[config.mk]
export PLATFORM = sky130hd
export DESIGN_NAME = fetch_stage
export DESIGN_NICKNAME = d
export VERILOG_FILES = /design/src/rtl/fetch_stage_pkg.sv /design/src/rtl/fetch_skid_buf.sv /design/src/rtl/fetch_stage.sv
export SDC_FILE = /design/constraint.sdc
export NUM_CORES = 1
export LEC_CHECK = 0
export ABC_AREA = 1
export BUFFER_PORTS_ARGS = -buffer_cell sky130_fd_sc_hd__buf_2
export CAP_MARGIN = 10
export CORE_ASPECT_RATIO = 0.75
export CORE_MARGIN = 10
export CORE_UTILIZATION = 41
export CTS_BUF_LIST = sky130_fd_sc_hd__clkbuf_8
export DETAILED_ROUTE_END_ITERATION = 8
export MAX_ROUTING_LAYER = met4
export PLACE_DENSITY_LB_ADDON = 0.3
export RECOVER_POWER = 50
export SLEW_MARGIN = 20
export SYNTH_ARGS = -nofsm -noshare
export SYNTH_HDL_FRONTEND = slang
export SYNTH_SLANG_ARGS = --single-unit
[constraint.sdc]
create_clock -name clk -period 7.9 [get_ports clk]
set_clock_uncertainty 0.1 [all_clocks]
set_input_delay 2.37 -clock clk [delete_from_list [all_inputs] [get_ports clk]]
set_output_delay 2.37 -clock clk [all_outputs]
set_load 0.01 [all_outputs]
[src/rtl/fetch_stage_pkg.sv]
// ---------------------------------------------------------------------------
// fetch_stage_pkg
//   Shared constants and types for the instruction fetch stage.
//   RESET_PC  : PC value after reset release
//   NOP_INST  : encoding used for bubbles in the IF/ID register
//   fetch_state_e : fetch FSM encodings FS_RESET / FS_FETCH / FS_WAIT
// ---------------------------------------------------------------------------
package fetch_stage_pkg;

  localparam logic [31:0] RESET_PC = 32'hbfc0_0000;
  localparam logic [31:0] NOP_INST = 32'h0000_0000;

  typedef enum logic [1:0] {
    FS_RESET = 2'd0,
    FS_FETCH = 2'd1,
    FS_WAIT  = 2'd2
  } fetch_state_e;

endpackage

[src/rtl/fetch_skid_buf.sv]
// ---------------------------------------------------------------------------
// fetch_skid_buf
//   One-entry {addr, inst, delay-slot} holding buffer. Captures a completed
//   fetch while ID is stalled so the ROM handshake never has to be replayed.
// Ports
//   clk, rst              clock, asynchronous active-low reset
//   load                  capture in_* (sets full)
//   drain                 entry consumed by IF/ID (clears full)
//   clear                 drop the entry (flush); wins over load/drain
//   in_addr/in_inst/in_ds entry to capture
//   full                  entry valid
//   out_addr/out_inst/out_ds  stored entry
// ---------------------------------------------------------------------------
module fetch_skid_buf
  import fetch_stage_pkg::*;
#(
  parameter int ADDR_WIDTH = 32,
  parameter int INST_WIDTH = 32
) (
  input  logic                  clk,
  input  logic                  rst,
  input  logic                  load,
  input  logic                  drain,
  input  logic                  clear,
  input  logic [ADDR_WIDTH-1:0] in_addr,
  input  logic [INST_WIDTH-1:0] in_inst,
  input  logic                  in_ds,
  output logic                  full,
  output logic [ADDR_WIDTH-1:0] out_addr,
  output logic [INST_WIDTH-1:0] out_inst,
  output logic                  out_ds
);

  always_ff @(posedge clk or negedge rst) begin
    if (!rst) begin
      full <= 1'b0;
    end else if (clear) begin
      full <= 1'b0;
    end else if (load) begin
      full <= 1'b1;
    end else if (drain) begin
      full <= 1'b0;
    end
  end

  // Payload is only meaningful while full is set, so it carries no reset.
  always_ff @(posedge clk) begin
    if (load && !clear) begin
      out_addr <= in_addr;
      out_inst <= in_inst;
      out_ds   <= in_ds;
    end
  end

endmodule

[src/rtl/fetch_stage.sv]
// ---------------------------------------------------------------------------
// fetch_stage
//   IF stage plus IF/ID pipeline register. Owns the PC, drives the
//   instruction-ROM request handshake, applies branch redirects and flushes,
//   and presents {addr, inst, delay-slot flag} to ID.
//   Optional feature macro: FETCH_ADDR_ERR_EN (misaligned PC -> no ROM
//   request, instruction flagged on id_fetch_addr_err). Without it the PC is
//   force-aligned on every load and the port does not exist.
// Ports
//   clk, rst (async, active-low)
//   stall_if / stall_id       hold PC / hold IF/ID
//   flush, exc_pc             exception redirect
//   branch_flag, branch_addr  ID branch redirect
//   next_inst_delayslot_flag  next instruction into IF/ID is a delay slot
//   rom_en, rom_addr, rom_rdata, rom_ready   instruction ROM handshake
//   fetch_stall_req           fetch outstanding, nothing for ID
//   id_valid, id_addr, id_inst, id_delayslot_flag [, id_fetch_addr_err]
// ---------------------------------------------------------------------------
module fetch_stage
  import fetch_stage_pkg::*;
#(
  parameter int                    ADDR_WIDTH = 32,
  parameter int                    INST_WIDTH = 32,
  parameter logic [ADDR_WIDTH-1:0] RESET_PC   = ADDR_WIDTH'(fetch_stage_pkg::RESET_PC)
) (
  input  logic                  clk,
  input  logic                  rst,
  input  logic                  stall_if,
  input  logic                  stall_id,
  input  logic                  flush,
  input  logic [ADDR_WIDTH-1:0] exc_pc,
  input  logic                  branch_flag,
  input  logic [ADDR_WIDTH-1:0] branch_addr,
  input  logic                  next_inst_delayslot_flag,
  output logic                  rom_en,
  output logic [ADDR_WIDTH-1:0] rom_addr,
  input  logic [INST_WIDTH-1:0] rom_rdata,
  input  logic                  rom_ready,
  output logic                  fetch_stall_req,
  output logic                  id_valid,
  output logic [ADDR_WIDTH-1:0] id_addr,
  output logic [INST_WIDTH-1:0] id_inst,
  output logic                  id_delayslot_flag
`ifdef FETCH_ADDR_ERR_EN
  ,
  output logic                  id_fetch_addr_err
`endif
);

  localparam logic [INST_WIDTH-1:0] NOP = INST_WIDTH'(NOP_INST);

  function automatic logic [ADDR_WIDTH-1:0] pc_align(input logic [ADDR_WIDTH-1:0] a);
`ifdef FETCH_ADDR_ERR_EN
    return a;
`else
    return {a[ADDR_WIDTH-1:2], 2'b00};
`endif
  endfunction

  fetch_state_e          state, state_nxt;
  logic [ADDR_WIDTH-1:0] pc;
  logic [ADDR_WIDTH-1:0] req_addr;
  logic [ADDR_WIDTH-1:0] pc_next;
  logic [ADDR_WIDTH-1:0] br_lat_addr;
  logic                  br_lat_vld;
  logic                  br_seen;
  logic                  discard;
  logic                  ds_pending;
  logic                  ds_cur;
  logic                  pc_misaligned;
  logic                  fetch_ok;
  logic                  rom_done;
  logic                  take_data;
  logic                  err_take;
  logic                  pc_upd;
  logic                  br_new;
  logic                  id_load;
  logic                  skid_load;
  logic                  skid_drain;
  logic                  skid_full;
  logic [ADDR_WIDTH-1:0] skid_addr;
  logic [INST_WIDTH-1:0] skid_inst;
  logic                  skid_ds;

`ifdef FETCH_ADDR_ERR_EN
  assign pc_misaligned = (pc[1:0] != 2'b00);
`else
  assign pc_misaligned = 1'b0;
`endif

  // A new request is allowed only from FETCH, with IF not stalled and the
  // skid entry free (it must drain before anything else is fetched).
  assign fetch_ok  = (state == FS_FETCH) && !stall_if && !skid_full;
  assign rom_done  = rom_en && rom_ready;
  assign take_data = rom_done && !discard && !flush;
  assign err_take  = fetch_ok && pc_misaligned && !stall_id && !flush;
  assign pc_upd    = take_data || err_take;

  // br_seen marks that the branch of the instruction held in a stalled ID
  // has already been used, so a held branch_flag is applied only once.
  assign br_new  = branch_flag && !br_seen;
  assign pc_next = br_new     ? pc_align(branch_addr) :
                   br_lat_vld ? br_lat_addr :
                                pc_align(rom_addr + ADDR_WIDTH'(4));

  // A delay-slot mark from ID sticks until an instruction is actually loaded.
  assign ds_cur = ds_pending || next_inst_delayslot_flag;

  assign id_load    = !stall_id && !flush && (skid_full || take_data || err_take);
  assign skid_load  = stall_id && take_data;
  assign skid_drain = !stall_id && !flush && skid_full;

  // --- IF: fetch FSM ---
  always_ff @(posedge clk or negedge rst) begin
    if (!rst) begin
      state <= FS_RESET;
    end else begin
      state <= state_nxt;
    end
  end

  always_comb begin
    state_nxt = state;
    unique case (state)
      FS_RESET: state_nxt = FS_FETCH;
      FS_FETCH: if (rom_en && !rom_ready) state_nxt = FS_WAIT;
      FS_WAIT:  if (rom_ready) state_nxt = FS_FETCH;
      default:  state_nxt = FS_RESET;
    endcase
  end

  always_comb begin
    rom_en          = (state == FS_WAIT) || (fetch_ok && !pc_misaligned);
    rom_addr        = (state == FS_WAIT) ? req_addr : pc;
    fetch_stall_req = (state == FS_WAIT) || discard;
  end

  // --- IF: PC, redirect and delay-slot control ---
  always_ff @(posedge clk or negedge rst) begin
    if (!rst) begin
      pc         <= pc_align(RESET_PC);
      discard    <= 1'b0;
      br_lat_vld <= 1'b0;
      br_seen    <= 1'b0;
      ds_pending <= 1'b0;
    end else begin
      if (flush) begin
        pc <= pc_align(exc_pc);
      end else if (pc_upd) begin
        pc <= pc_next;
      end

      // An outstanding request hit by a flush still has to complete on the
      // bus; its data is thrown away when it arrives.
      if (rom_done) begin
        discard <= 1'b0;
      end else if (flush && rom_en) begin
        discard <= 1'b1;
      end

      if (flush || pc_upd) begin
        br_lat_vld <= 1'b0;
      end else if (br_new) begin
        br_lat_vld <= 1'b1;
      end

      br_seen <= !flush && stall_id && (br_seen || branch_flag);

      if (flush || id_load || skid_load) begin
        ds_pending <= 1'b0;
      end else if (!stall_id) begin
        ds_pending <= ds_cur;
      end
    end
  end

  always_ff @(posedge clk) begin
    if ((state == FS_FETCH) && rom_en) begin
      req_addr <= pc;
    end
    if (br_new && !flush && !pc_upd) begin
      br_lat_addr <= pc_align(branch_addr);
    end
  end

  fetch_skid_buf #(
    .ADDR_WIDTH (ADDR_WIDTH),
    .INST_WIDTH (INST_WIDTH)
  ) u_skid (
    .clk      (clk),
    .rst      (rst),
    .load     (skid_load),
    .drain    (skid_drain),
    .clear    (flush),
    .in_addr  (rom_addr),
    .in_inst  (rom_rdata),
    .in_ds    (ds_cur),
    .full     (skid_full),
    .out_addr (skid_addr),
    .out_inst (skid_inst),
    .out_ds   (skid_ds)
  );

  // --- IF/ID register ---
  always_ff @(posedge clk or negedge rst) begin
    if (!rst) begin
      id_valid          <= 1'b0;
      id_addr           <= '0;
      id_inst           <= NOP;
      id_delayslot_flag <= 1'b0;
    end else if (flush) begin
      id_valid          <= 1'b0;
      id_inst           <= NOP;
      id_delayslot_flag <= 1'b0;
    end else if (!stall_id) begin
      if (skid_full) begin
        id_valid          <= 1'b1;
        id_addr           <= skid_addr;
        id_inst           <= skid_inst;
        id_delayslot_flag <= skid_ds;
      end else if (take_data) begin
        id_valid          <= 1'b1;
        id_addr           <= rom_addr;
        id_inst           <= rom_rdata;
        id_delayslot_flag <= ds_cur;
      end else if (err_take) begin
        id_valid          <= 1'b1;
        id_addr           <= pc;
        id_inst           <= NOP;
        id_delayslot_flag <= ds_cur;
      end else begin
        id_valid          <= 1'b0;
        id_inst           <= NOP;
        id_delayslot_flag <= 1'b0;
      end
    end
  end

`ifdef FETCH_ADDR_ERR_EN
  always_ff @(posedge clk or negedge rst) begin
    if (!rst) begin
      id_fetch_addr_err <= 1'b0;
    end else if (flush) begin
      id_fetch_addr_err <= 1'b0;
    end else if (!stall_id) begin
      id_fetch_addr_err <= !skid_full && !take_data && err_take;
    end
  end
`endif

endmodule

==> impl_metrics.tcl, run 1 <==
set metrics [dict create \
    final-max-slew-violation-count 154 \
    synth_seq_cells 224 \
    setup_viol 0 \
    rows 51 \
    start_util_pct 41.4 \
    post-cts-setup-buffers 0 \
    cts_buffers 38 \
    die_w_um 206 \
    grt_max_degree 67 \
    fin_tns_setup_ns 0 \
    die_h_um 160 \
    area_delta_synth_final_pct 16.6 \
    dp_hpwl_um 21900 \
    final_core_util_pct 48.3 \
    clockRootBuffer "clkbuf_8" \
    first_pass_iters 6 \
    synth_area_sq_mm 0.0107 \
    core_sq_mm 0.0258 \
    leakagePower_nw 5.50 \
    clk_latency_ns 0.52 \
    finalCriticalPeriod_ns 6.56 \
    finalPower_mw 3.53 \
    vias_per_cell 5.06 \
    rsz0062_at_grt "false" \
    ys_seq_area_share_pct 58.4 \
    syn_inst 1147 \
    power.density_mw_per_mm2 283 \
    peakVddDrop_mv 0.140 \
    cts.sink_count 224 \
    dp_cells 1637 \
    wl_per_cell_um 19.0 \
    outcome "finished, violations left" \
    finalCritPeriodShare_pct 83.0 \
    postCtsHoldBufs 0 \
    timing.critical_path.arrival_ns 4.09 \
    mostFrequentLayoutCells "nand2_1, buf_2, nor2_1, edfxtp_1, dfrtp_1" \
    place_area_sq_mm 0.0119 \
    drt_wl_total_um 32600 \
    ys_async_sr_fraction_pct 45.1 \
    yosys_warnings 0 \
    cp_max_fo 49 \
    synth_cell_type_count 47 \
    whs_ns 0.369 \
    cts_buffer_depth 3 \
    syn_avg_cell_area_sq_um 9.31 \
    grt-ovfl-total 0 \
    final_hold_viol_count 0 \
    cts_tree "built" \
    drtIter0Drc 756 \
    cts_resized 0 \
    mostFrequentLayoutCell "nand2_1" \
    max_cap_viol_count 3 \
    postLayoutCellArea_sq_mm 0.0125 \
    worst_pin_slew_ns 3.98 \
    relSlewSlack_pct -165 \
    hp-class "reg -> reg" \
    finalWeightedCongestion 0.889 \
    grt_pass1_vias 8584 \
    grt_usage_pct 19.8 \
    vias 8657 \
    drive_above_1_share_pct 20.8 \
    synth_ff_type "edfxtp_1" \
    critPathKind "reg -> out" \
    failed_checks "max-capacitance violations, max-slew violations" \
    htreeDepth 2 \
    start_kind "flip-flop" \
    antenna_found_initial 4 \
    numPortBuffers 195 \
    die_area_sq_mm 0.0330 \
    ioPinCount 204 \
    ant_nets 0 \
    fmax_mhz 153 \
    finalNonFillerCells 1710 \
    synth_edf_count 123 \
    grt_pass1_wl_um 50100 \
    fin_nets 1438 \
    required_ns 5.43 \
    drc 0 \
    place_ws_ns 1.95 \
    clkTransAtPathRegs_ns 0.06 \
    setup_ws_ns 1.34 \
    critPathCaptureType "primary output" \
]
[power breakdown]
part	leakage (nW)	total [mW]	internal (mW)	switching, mW
logic	2.69	0.973	0.303	0.670
registers	2.38	1.55	1.46	0.0973
clock network	0.434	1.00	0.535	0.467
[cells by family (layout without fill, tap and decap cells)]
logic type      count (synthesis)  count (layout)  synth area share, %
compound gates                188             188                 10.4
buf+inv                       134             346                 5.87
other cells                     1               8               0.0351
simple gates                  593             593                 24.7
fa+ha+maj                       1               1                0.117
xor+xnor                        6               6                0.492
flops                         224             224                 58.4
[registers in the layout (all words and copies together) (netlist names)]
name / cells
u_skid.out_inst: 32
ds_pending: 1
u_skid.out_ds: 1
state: 2
req_addr: 30
br_lat_vld: 1
discard: 1
id_delayslot_flag: 1
pc: 30
id_inst: 32
u_skid.out_addr: 30
id_addr: 30
u_skid.full: 1
id_valid: 1
br_seen: 1
br_lat_addr: 30
[per-layer routing]
layer / up-vias / GRT usage (%) / wire (um)
met2: 304 / 27.8 / 13800
met1: 4085 / 28.3 / 15600
met5: - / - / 0
met3: 47 / 4.27 / 2550
li1: 4221 / - / -
met4: 0 / 5.13 / 578
[critical path: stages, from the launching register on]
cell and delay, ns:
dfrtp_1 0.62, nand2_1 1.23, o21ai_0 1.40, buf_2 0.29
[synthesized netlist by cell type, types with 2 or more instances]
cell type | n | area, sq um
o21ai_2 | 9 | 78.8
edfxtp_1 | 123 | 3690
xor2_1 | 3 | 26.3
dfstp_2 | 9 | 236
nor2_1 | 141 | 529
nor2_4 | 6 | 67.6
buf_6 | 5 | 56.3
nand2_2 | 38 | 238
nor2_2 | 9 | 56.3
o211ai_1 | 6 | 45.0
a211oi_1 | 2 | 15.0
buf_2 | 15 | 75.1
inv_1 | 60 | 225
buf_12 | 2 | 40.0
o21bai_1 | 4 | 30.0
nand2_1 | 280 | 1050
xnor2_1 | 3 | 26.3
o21ai_1 | 25 | 125
dfrtp_1 | 92 | 2300
nand2_4 | 5 | 56.3
a31oi_1 | 30 | 188
clkbuf_1 | 39 | 146
o21ai_0 | 34 | 170
a21oi_1 | 62 | 310
inv_2 | 4 | 15.0
o21ai_4 | 2 | 32.5
nand3_1 | 90 | 450
buf_4 | 5 | 37.5
nor3_2 | 3 | 30.0
o22ai_1 | 3 | 18.8
a22o_1 | 6 | 52.6
nand4_1 | 9 | 56.3
inv_4 | 2 | 12.5
or2_2 | 8 | 50.1
[layout make-up]
| type | count | area, sq um |
|---|---|---|
| Multi-Input combinational cell | 792 | 3780 |
| Timing Repair Buffer | 210 | 1020 |
| Fill cell | 2513 | 13300 |
| Tap cell | 344 | 430 |
| Clock inverter | 22 | 85.1 |
| Clock buffer | 47 | 647 |
| Antenna cell | 4 | 10.0 |
| Inverter | 67 | 256 |
| Sequential cell | 224 | 6230 |
[worst paths after layout]
kind	slack, ns	start	cells after the start	end
hold reg to reg	0.37	pc[2]	0	req_addr[2]
setup reg to reg	3.26	state[1]	15	pc[22]
min in group asynchronous	3.12	rst	1	id_addr[7]
hold / removal	0.37	pc[2]	0	req_addr[2]
setup / recovery	1.34	state[1]	3	rom_addr[30]
max in group asynchronous	1.92	rst	2	u_skid.full
Power figures use the tool's default switching activity.
==> run 2, diff against run 1 <==
clock period = 6.05 ns   (was 7.9 ns; I/O delays follow)
==> run 2 against run 1 <==
Net effect: the run still ends with max-capacitance violations, max-slew violations left; clock power rose by 33%; sequential power grew 32%; global-route usage is 0.055 points higher; cell count increased by 0.35%; sequential share of layout area decreased by 0.095 points; die area is the same; count of clock-buffer cells in the layout fell by 1; total power is 31% higher; non-clock buffer count increased by 3; critical path depth stayed put.
==> impl_metrics.tcl, run 2 (synthesis results as in run 1) <==
set metrics [dict create \
    drc 0 \
    leakagePower_nw 5.51 \
    finalWeightedCongestion 0.918 \
    cts_buffers 39 \
    setup_viol 0 \
    numPortBuffers 195 \
    finalCriticalPeriod_ns 4.97 \
    postCtsHoldBufs 0 \
    die_w_um 206 \
    vias_per_cell 5.04 \
    reg2reg_depth 12 \
    drive_above_1_share_pct 21.3 \
    r2r_start "state[1]" \
    area_delta_synth_final_pct 16.9 \
    reg2reg_slack_ns 2.37 \
    die_h_um 160 \
    failed_checks "max-capacitance violations, max-slew violations" \
    peakVddDrop_mv 0.170 \
    antenna_found_initial 4 \
    clkTransAtPathRegs_ns 0.07 \
    fmax_mhz 201 \
    start_kind "flip-flop" \
    mostFrequentLayoutCell "nand2_1" \
    rows 51 \
    start_util_pct 41.4 \
    die_area_sq_mm 0.0330 \
    power.density_mw_per_mm2 371 \
    min_from "pc[2]" \
    critPathCaptureType "primary output" \
    drt_wl_total_um 32400 \
    grt_pass1_vias 8665 \
    drtIter0Drc 490 \
    holdPathStages 0 \
    worst_pin_slew_ns 2.06 \
    clk_latency_ns 0.55 \
    wl_per_cell_um 18.9 \
    core_sq_mm 0.0258 \
    max_cap_viol_count 3 \
    grt_pass1_wl_um 49900 \
    rsz0062_at_grt "false" \
    cts_tree "built" \
    final-max-slew-violation-count 105 \
    critPathKind "reg -> out" \
    place_ws_ns 1.72 \
    fin_nets 1442 \
    cp_max_fo 49 \
    reg2reg_to "pc[21]" \
    relSlewSlack_pct -37.7 \
    reg_top3 "id_inst x32, u_skid.out_inst x32" \
    dp_hpwl_um 22100 \
    ioPinCount 204 \
    grt-ovfl-total 0 \
    setup_ws_ns 1.08 \
    htreeDepth 2 \
    first_pass_iters 5 \
    fin_tns_setup_ns 0 \
    timing.critical_path.arrival_ns 3.05 \
    final_hold_viol_count 0 \
    finalCritPeriodShare_pct 82.1 \
    grt_max_degree 69 \
    outcome "finished, violations left" \
    required_ns 4.14 \
    hp-class "reg -> reg" \
    ant_nets 0 \
    clockRootBuffer "clkbuf_8" \
    grt_usage_pct 19.9 \
    cts_resized 0 \
    cts_buffer_depth 3 \
    mostFrequentLayoutCells "nand2_1, buf_2, nor2_1, edfxtp_1, dfrtp_1" \
    post-cts-setup-buffers 0 \
    hold_path_end "req_addr[2]" \
    vias 8642 \
    cts.sink_count 224 \
]
run 2: layout make-up:
cell class | count | area (sq um)
Antenna cell | 4 | 10.0
Inverter | 67 | 255
Multi-Input combinational cell | 792 | 3750
Timing Repair Buffer | 213 | 1050
Clock inverter | 26 | 120
Sequential cell | 224 | 6230
Clock buffer | 46 | 633
Fill cell | 2549 | 13300
Tap cell | 344 | 430
run 2: worst max-delay path, cell delays in order, from the launching register on:
cell and delay (ns):
dfrtp_1 0.72, nand2_8 0.32, o21ai_0 1.13, buf_2 0.31
run 2: metrics by stage:
step | std cells | cell area [sq um] | hold WS, ns | power [mW] | utilization [%]
2_1_floorplan | 1150 | 10700 | 0.325 | 2.85 | -
3_3_place_gp | 1640 | 11900 | 0.327 | 3.34 | 46.1
3_5_place_dp | 1640 | 11900 | 0.344 | 3.38 | 46.1
4_1_cts | 1712 | 12600 | 0.360 | 4.72 | 49.1
5_1_grt | 1716 | 12500 | 0.365 | 4.91 | 48.4
6_report | 1716 | 12500 | 0.368 | 4.63 | 48.4
run 2: routing by layer:
metal	global-route usage (%)	vias to the layer above	share of wire, %
met1	27.8	4098	47
met3	4.35	43	7.4
li1	-	4229	-
met4	5.46	0	1.5
met2	28.4	272	44
met5	-	-	0
run 2: power breakdown:
| group | leakage, nW | internal (mW) | switching, mW | total (mW) |
|---|---|---|---|---|
| clock network | 0.425 | 0.696 | 0.633 | 1.33 |
| logic | 2.71 | 0.392 | 0.866 | 1.26 |
| registers | 2.38 | 1.90 | 0.137 | 2.04 |
| total | 5.51 | 2.99 | 1.64 | 4.63 |
run 2: how the worst max path moves through the flow:
stage,start,end,slack (ns)
after floorplan,stall_if,u_skid.out_addr[10],0.32
after global placement,stall_if,rom_en,1.73
after detailed placement,stall_if,rom_en,1.72
after CTS,state[1],rom_addr[29],1.65
after global routing,flush,pc[21],0.97
final,state[1],rom_addr[25],1.08
